--- config.mk ---
export PLATFORM = sky130hd
export DESIGN_NAME = mouse_receiver_flat
export DESIGN_NICKNAME = d
export VERILOG_FILES = /design/src/rtl/mouse_receiver_if.sv /design/src/rtl/mouse_receiver.sv /design/src/flat_wrapper.sv
export SDC_FILE = /design/constraint.sdc
export NUM_CORES = 1
export LEC_CHECK = 0
export CORE_ASPECT_RATIO = 1.4
export CORE_MARGIN = 2
export CORE_UTILIZATION = 55
export CTS_CLUSTER_DIAMETER = 100
export DETAILED_ROUTE_END_ITERATION = 16
export PLACE_DENSITY_LB_ADDON = 0.25
export SKIP_LAST_GASP = 1
export SLEW_MARGIN = 5
export SYNTH_ARGS = -nofsm -noshare
export SYNTH_HDL_FRONTEND = slang
export SYNTH_SLANG_ARGS = --single-unit
export TNS_END_PERCENT = 50
--- constraint.sdc ---
create_clock -name CLK -period 4.15 [get_ports CLK]
set_input_delay 0.83 -clock CLK [delete_from_list [all_inputs] [get_ports CLK]]
set_output_delay 0.83 -clock CLK [all_outputs]
set_load 0.01 [all_outputs]
--- src/rtl/mouse_receiver_if.sv ---
// Byte-level handshake between the PS/2 mouse receiver and the mouse master state machine.
interface mouse_receiver_if;
  logic       READ_ENABLE;
  logic [7:0] BYTE_READ;
  logic [1:0] BYTE_ERROR_CODE;
  logic       BYTE_READY;

  modport master (
    output READ_ENABLE,
    input  BYTE_READ,
    input  BYTE_ERROR_CODE,
    input  BYTE_READY
  );

  modport slave (
    input  READ_ENABLE,
    output BYTE_READ,
    output BYTE_ERROR_CODE,
    output BYTE_READY
  );
endinterface

--- src/rtl/mouse_receiver.sv ---
// PS/2 device-to-host receiver: synchronises the mouse CLK/DATA lines and deframes one
// 11-bit frame (start, 8 data LSB-first, odd parity, stop) into a byte plus error flags.
module mouse_receiver #(
  parameter int TIMEOUT_CYCLES = 5000,
  parameter int CNT_W          = 13
) (
  input  logic            CLK,
  input  logic            RESET,
  input  logic            CLK_MOUSE_IN,
  input  logic            DATA_MOUSE_IN,
  mouse_receiver_if.slave bus
);
  typedef enum logic [2:0] {
    IDLE   = 3'd0,
    DATA   = 3'd1,
    PARITY = 3'd2,
    STOP   = 3'd3,
    DONE   = 3'd4
  } state_t;

  localparam logic [CNT_W-1:0] TERM_CNT = CNT_W'(TIMEOUT_CYCLES - 1);

  state_t           state_r;
  logic [1:0]       clk_sync_r;
  logic [1:0]       data_sync_r;
  logic             clk_prev_r;
  logic [2:0]       bit_cnt_r;
  logic [7:0]       shreg_r;
  logic             parity_r;
  logic [CNT_W-1:0] timeout_r;
  logic [7:0]       byte_read_r;
  logic [1:0]       byte_error_code_r;
  logic             byte_ready_r;
  logic             fe_s;
  logic             data_s;
  logic             timeout_hit_s;

  // Odd parity: data ones plus parity bit must be odd, otherwise flag an error.
  function automatic logic parity_error(input logic [7:0] data, input logic parity);
    return ~((^data) ^ parity);
  endfunction

  // Two-flop synchronisers plus the previous synchronised clock for edge detection
  always_ff @(posedge CLK or negedge RESET) begin
    if (!RESET) begin
      clk_sync_r  <= 2'b11;
      data_sync_r <= 2'b11;
      clk_prev_r  <= 1'b1;
    end else begin
      clk_sync_r  <= {clk_sync_r[0], CLK_MOUSE_IN};
      data_sync_r <= {data_sync_r[0], DATA_MOUSE_IN};
      clk_prev_r  <= clk_sync_r[1];
    end
  end

  assign fe_s          = clk_prev_r & ~clk_sync_r[1];
  assign data_s        = data_sync_r[1];
  assign timeout_hit_s = (timeout_r == TERM_CNT);

  // Frame sequencer with inter-edge timeout; outputs load on the stop bit so they are valid in DONE
  always_ff @(posedge CLK or negedge RESET) begin
    if (!RESET) begin
      state_r           <= IDLE;
      bit_cnt_r         <= 3'd0;
      shreg_r           <= 8'h00;
      parity_r          <= 1'b0;
      timeout_r         <= '0;
      byte_read_r       <= 8'h00;
      byte_error_code_r <= 2'b00;
      byte_ready_r      <= 1'b0;
    end else begin
      byte_ready_r <= 1'b0;
      case (state_r)
        IDLE: begin
          if (fe_s && bus.READ_ENABLE && !data_s) begin
            state_r   <= DATA;
            bit_cnt_r <= 3'd0;
            timeout_r <= '0;
          end else begin
            state_r <= IDLE;
          end
        end
        DATA: begin
          if (fe_s) begin
            timeout_r          <= '0;
            shreg_r[bit_cnt_r] <= data_s;
            if (bit_cnt_r == 3'd7) begin
              state_r <= PARITY;
            end else begin
              bit_cnt_r <= bit_cnt_r + 3'd1;
            end
          end else if (timeout_hit_s) begin
            state_r <= IDLE;
          end else begin
            timeout_r <= timeout_r + CNT_W'(1);
          end
        end
        PARITY: begin
          if (fe_s) begin
            timeout_r <= '0;
            parity_r  <= data_s;
            state_r   <= STOP;
          end else if (timeout_hit_s) begin
            state_r <= IDLE;
          end else begin
            timeout_r <= timeout_r + CNT_W'(1);
          end
        end
        STOP: begin
          if (fe_s) begin
            timeout_r         <= '0;
            byte_read_r       <= shreg_r;
            byte_error_code_r <= {~data_s, parity_error(shreg_r, parity_r)};
            byte_ready_r      <= 1'b1;
            state_r           <= DONE;
          end else if (timeout_hit_s) begin
            state_r <= IDLE;
          end else begin
            timeout_r <= timeout_r + CNT_W'(1);
          end
        end
        DONE: begin
          state_r <= IDLE;
        end
        default: begin
          state_r <= IDLE;
        end
      endcase
    end
  end

  assign bus.BYTE_READ       = byte_read_r;
  assign bus.BYTE_ERROR_CODE = byte_error_code_r;
  assign bus.BYTE_READY      = byte_ready_r;
endmodule
--- src/flat_wrapper.sv ---
// flat-port wrapper written by rule: the top's interface ports become plain ports
module mouse_receiver_flat 
#(
  parameter int TIMEOUT_CYCLES = 5000,
  parameter int CNT_W          = 13
)
  (CLK, RESET, CLK_MOUSE_IN, DATA_MOUSE_IN, bus_READ_ENABLE, bus_BYTE_READ, bus_BYTE_ERROR_CODE, bus_BYTE_READY);
  mouse_receiver_if bus_i ();
  input  logic CLK;
  input  logic RESET;
  input  logic CLK_MOUSE_IN;
  input  logic DATA_MOUSE_IN;
  input wire logic [$bits(bus_i.READ_ENABLE)-1:0] bus_READ_ENABLE;
  output wire logic [$bits(bus_i.BYTE_READ)-1:0] bus_BYTE_READ;
  output wire logic [$bits(bus_i.BYTE_ERROR_CODE)-1:0] bus_BYTE_ERROR_CODE;
  output wire logic [$bits(bus_i.BYTE_READY)-1:0] bus_BYTE_READY;
  assign bus_i.READ_ENABLE = bus_READ_ENABLE;
  assign bus_BYTE_READ = bus_i.BYTE_READ;
  assign bus_BYTE_ERROR_CODE = bus_i.BYTE_ERROR_CODE;
  assign bus_BYTE_READY = bus_i.BYTE_READY;
  mouse_receiver #(.TIMEOUT_CYCLES(TIMEOUT_CYCLES), .CNT_W(CNT_W)) u_core (.CLK(CLK), .RESET(RESET), .CLK_MOUSE_IN(CLK_MOUSE_IN), .DATA_MOUSE_IN(DATA_MOUSE_IN), .bus(bus_i));
endmodule
==> run metrics <==
status=finished clean; fin util=64.4%; syn avg cell area=10.7 um2; M3 GR Usage=4.22%; Synth Instances=195; class of the worst hold path=reg -> reg; DRT antenna net count=0; row count=26; first-pass GRT wire length=7100 um; via/cell ratio=5.94; commonest non-fill, non-tap cell in the layout=dfrtp_1; P per Cell Area=351 nW/um2; CTS tree=built; DIE AREA=4320 um2; Synth area leaders=dfrtp_1 47%, mux2_2 9.1%, dfstp_2 6.3%; #FFs+latches synth=44; Startpoint Class=flop; Area Overhead vs Synth=12.1%; post-synthesis adder-cell area fraction=1.79%; met1 GRT Util=24.4%; drt wl/cell=15.5 um; clk root buf=clkbuf_8; post-synth top area cell=dfrtp_1; largest net degree at the start of global routing=45; Longest Clk Path Bufs=2; crit end category=flop; Worst Path Arrival=2.28 ns; compound-gate portion of the synthesized area=10.6%; CTS clock-pin slew for the worst setup and hold paths=0.08 ns; Synth cell types=35; Place WS=1.87 ns; RSZ-0062 raised after global routing=no; Final HPWL DP=2940 um; postcts setup bufs=0; endpoints failing setup=0; Final Hold Viols=0; GRT Resource Usage Total=20.8%; Num CTS Buffers=5; post-synthesis mux area share=9.62%; critical path class=reg -> reg; Tcrit/Tclk final=51.1%; clock sinks=44; initial antenna violation count=0; share of cells above drive strength 1=14.8%; core footprint=3640 um2; H-Tree Depth=2; area share of the largest cell type after synthesis=46.6%; largest family of logic cells by synthesized area=simple AND/OR/NAND/NOR gates; most frequent cells in the layout=39 x dfrtp_1, 23 x nand2_1, 17 x mux2_2; max cap viols=0; crit path max fanout=6; post-cts hold buffer count=0; DRT iter0 DRCs=53; clk_lat worst skew=0.29 ns; RePlAce Congestion=0.963; wirelength, routed=3910 um; post-synthesis simple-gate area fraction=17.8%; I/O Buffers=15; via count=1,496; FF+latch area=1110 um2; Die Wd=56.1 um; vias in the first global route=1,514; GRT met2 Usage=37.5%; xor/xnor share of the synthesized area=4.42%; DRT Pass-1 Iters=4; Leak=1.05 nW; Layout Nets=217; antenna cells=0; Cell Area, Synth=2090 um2; Max Fclk=471 MHz; final setup margin=2.03 ns; # IOs=16; Mapped Nets=203; grt peak-use layer=met2; DIE HEIGHT=77.0 um; post-CTS sizing=0; Post-synth EDFFs=0; Fin Hold WS=0.357 ns; fillcell total=310; Ys Warns=0; setup TNS=0 ns; Slew headroom=27.1%; GRT Residual Overflow=0; post-synthesis sequential area ratio=52.9%; Max VDD drop=328 uV; clk_skew=0.0114 ns; slew at the pin closest to its max-slew limit=1.08 ns; max-slew violations=0; ys async rst share=100%; multi-input logic area=926 um2; Initial Util=57.5%; Top FF cell, synth=dfrtp_1; Tmin final=2.12 ns; DRC=0; CP Data Required Time=4.31 ns
-- cell families (layout without fill, tap and decap cells) --
| family | count (synthesis) | after routing |
|---|---|---|
| simple gates | 70 | 70 |
| flops | 44 | 44 |
| compound gates | 36 | 36 |
| mux | 18 | 18 |
| buf+inv | 15 | 30 |
| xor+xnor | 9 | 9 |
| fa+ha+maj | 3 | 3 |
-- final cells by class --
class | count | area share [%]
Inverter | 7 | 1.12
Multi-Input combinational cell | 136 | 39.4
Clock buffer | 8 | 3.84
Tap cell | 42 | 2.24
Timing Repair Buffer | 15 | 6.18
Sequential cell | 44 | 47.2
-- stage by stage --
stage	total power, mW	instance area [um2]	cells
floorplan	0.534	2090	195
global placement	0.559	2260	244
detailed placement	0.565	2260	244
CTS	0.835	2350	252
global route	0.866	2350	252
finish	0.824	2350	252
-- routing by layer --
metal,wire length (um),share of wire [%],vias up
li1,-,-,723
met1,1520,39,734
met2,2170,56,31
met3,137,3.5,8
met4,78,2.0,0
met5,0,0,-
-- worst max-delay path, cell delays in order, from the launching register on --
cell and delay [ns]:
dfrtp_1 0.44, or4_1 0.55, or4_1 0.69, a31oi_1 0.23, nand2_1 0.08
-- where the power goes --
part / internal, mW / switching [mW]
Clock: 0.136 / 0.134
Combinational: 0.0338 / 0.0392
Sequential: 0.453 / 0.0287
Total: 0.622 / 0.202
-- Yosys cell counts (all sizes together) (2+ instances only) --
library cell	instances
a21o	4
a21oi	8
buf	3
nor2b	2
nor3b	7
nor3	4
xor2	2
nor2	7
nand4	3
or4	4
o211ai	4
o2bb2ai	2
mux2	17
dfstp	5
nand3	7
nand3b	3
ha	3
dfrtp	39
nor4	5
xnor2	6
inv	7
a31oi	3
nand2	23
o21ai	13
clkbuf	5
-- sequential cells by signal, summed over array words and instances (netlist names) --
name                        cells
u_core.clk_prev_r               1
u_core.parity_r                 1
u_core.bus.BYTE_ERROR_CODE      2
u_core.data_sync_r              2
u_core.timeout_r               13
u_core.bus.BYTE_READ            8
u_core.clk_sync_r               2
u_core.state_r                  3
u_core.shreg_r                  8
u_core.bus.BYTE_READY           1
u_core.bit_cnt_r                3
-- path summary, 6_finish.rpt --
check / end / slack, ns / start / depth (start not counted)
setup / recovery: u_core.state_r[0]$_DFFE_PN0P_ / 2.03 / u_core.timeout_r[3]$_DFFE_PN0P_ / 4
hold / removal: u_core.clk_sync_r[1]$_DFF_PN1_ / 0.36 / u_core.clk_sync_r[0]$_DFF_PN1_ / 0
min in group asynchronous: u_core.timeout_r[3]$_DFFE_PN0P_ / 0.67 / RESET / 1
hold reg to reg: u_core.clk_sync_r[1]$_DFF_PN1_ / 0.36 / u_core.clk_sync_r[0]$_DFF_PN1_ / 0
setup reg to reg: u_core.state_r[0]$_DFFE_PN0P_ / 2.03 / u_core.timeout_r[3]$_DFFE_PN0P_ / 4
max in group asynchronous: u_core.shreg_r[5]$_DFFE_PN0P_ / 2.90 / RESET / 1
Note: power is estimated with default switching activity, not from simulation.
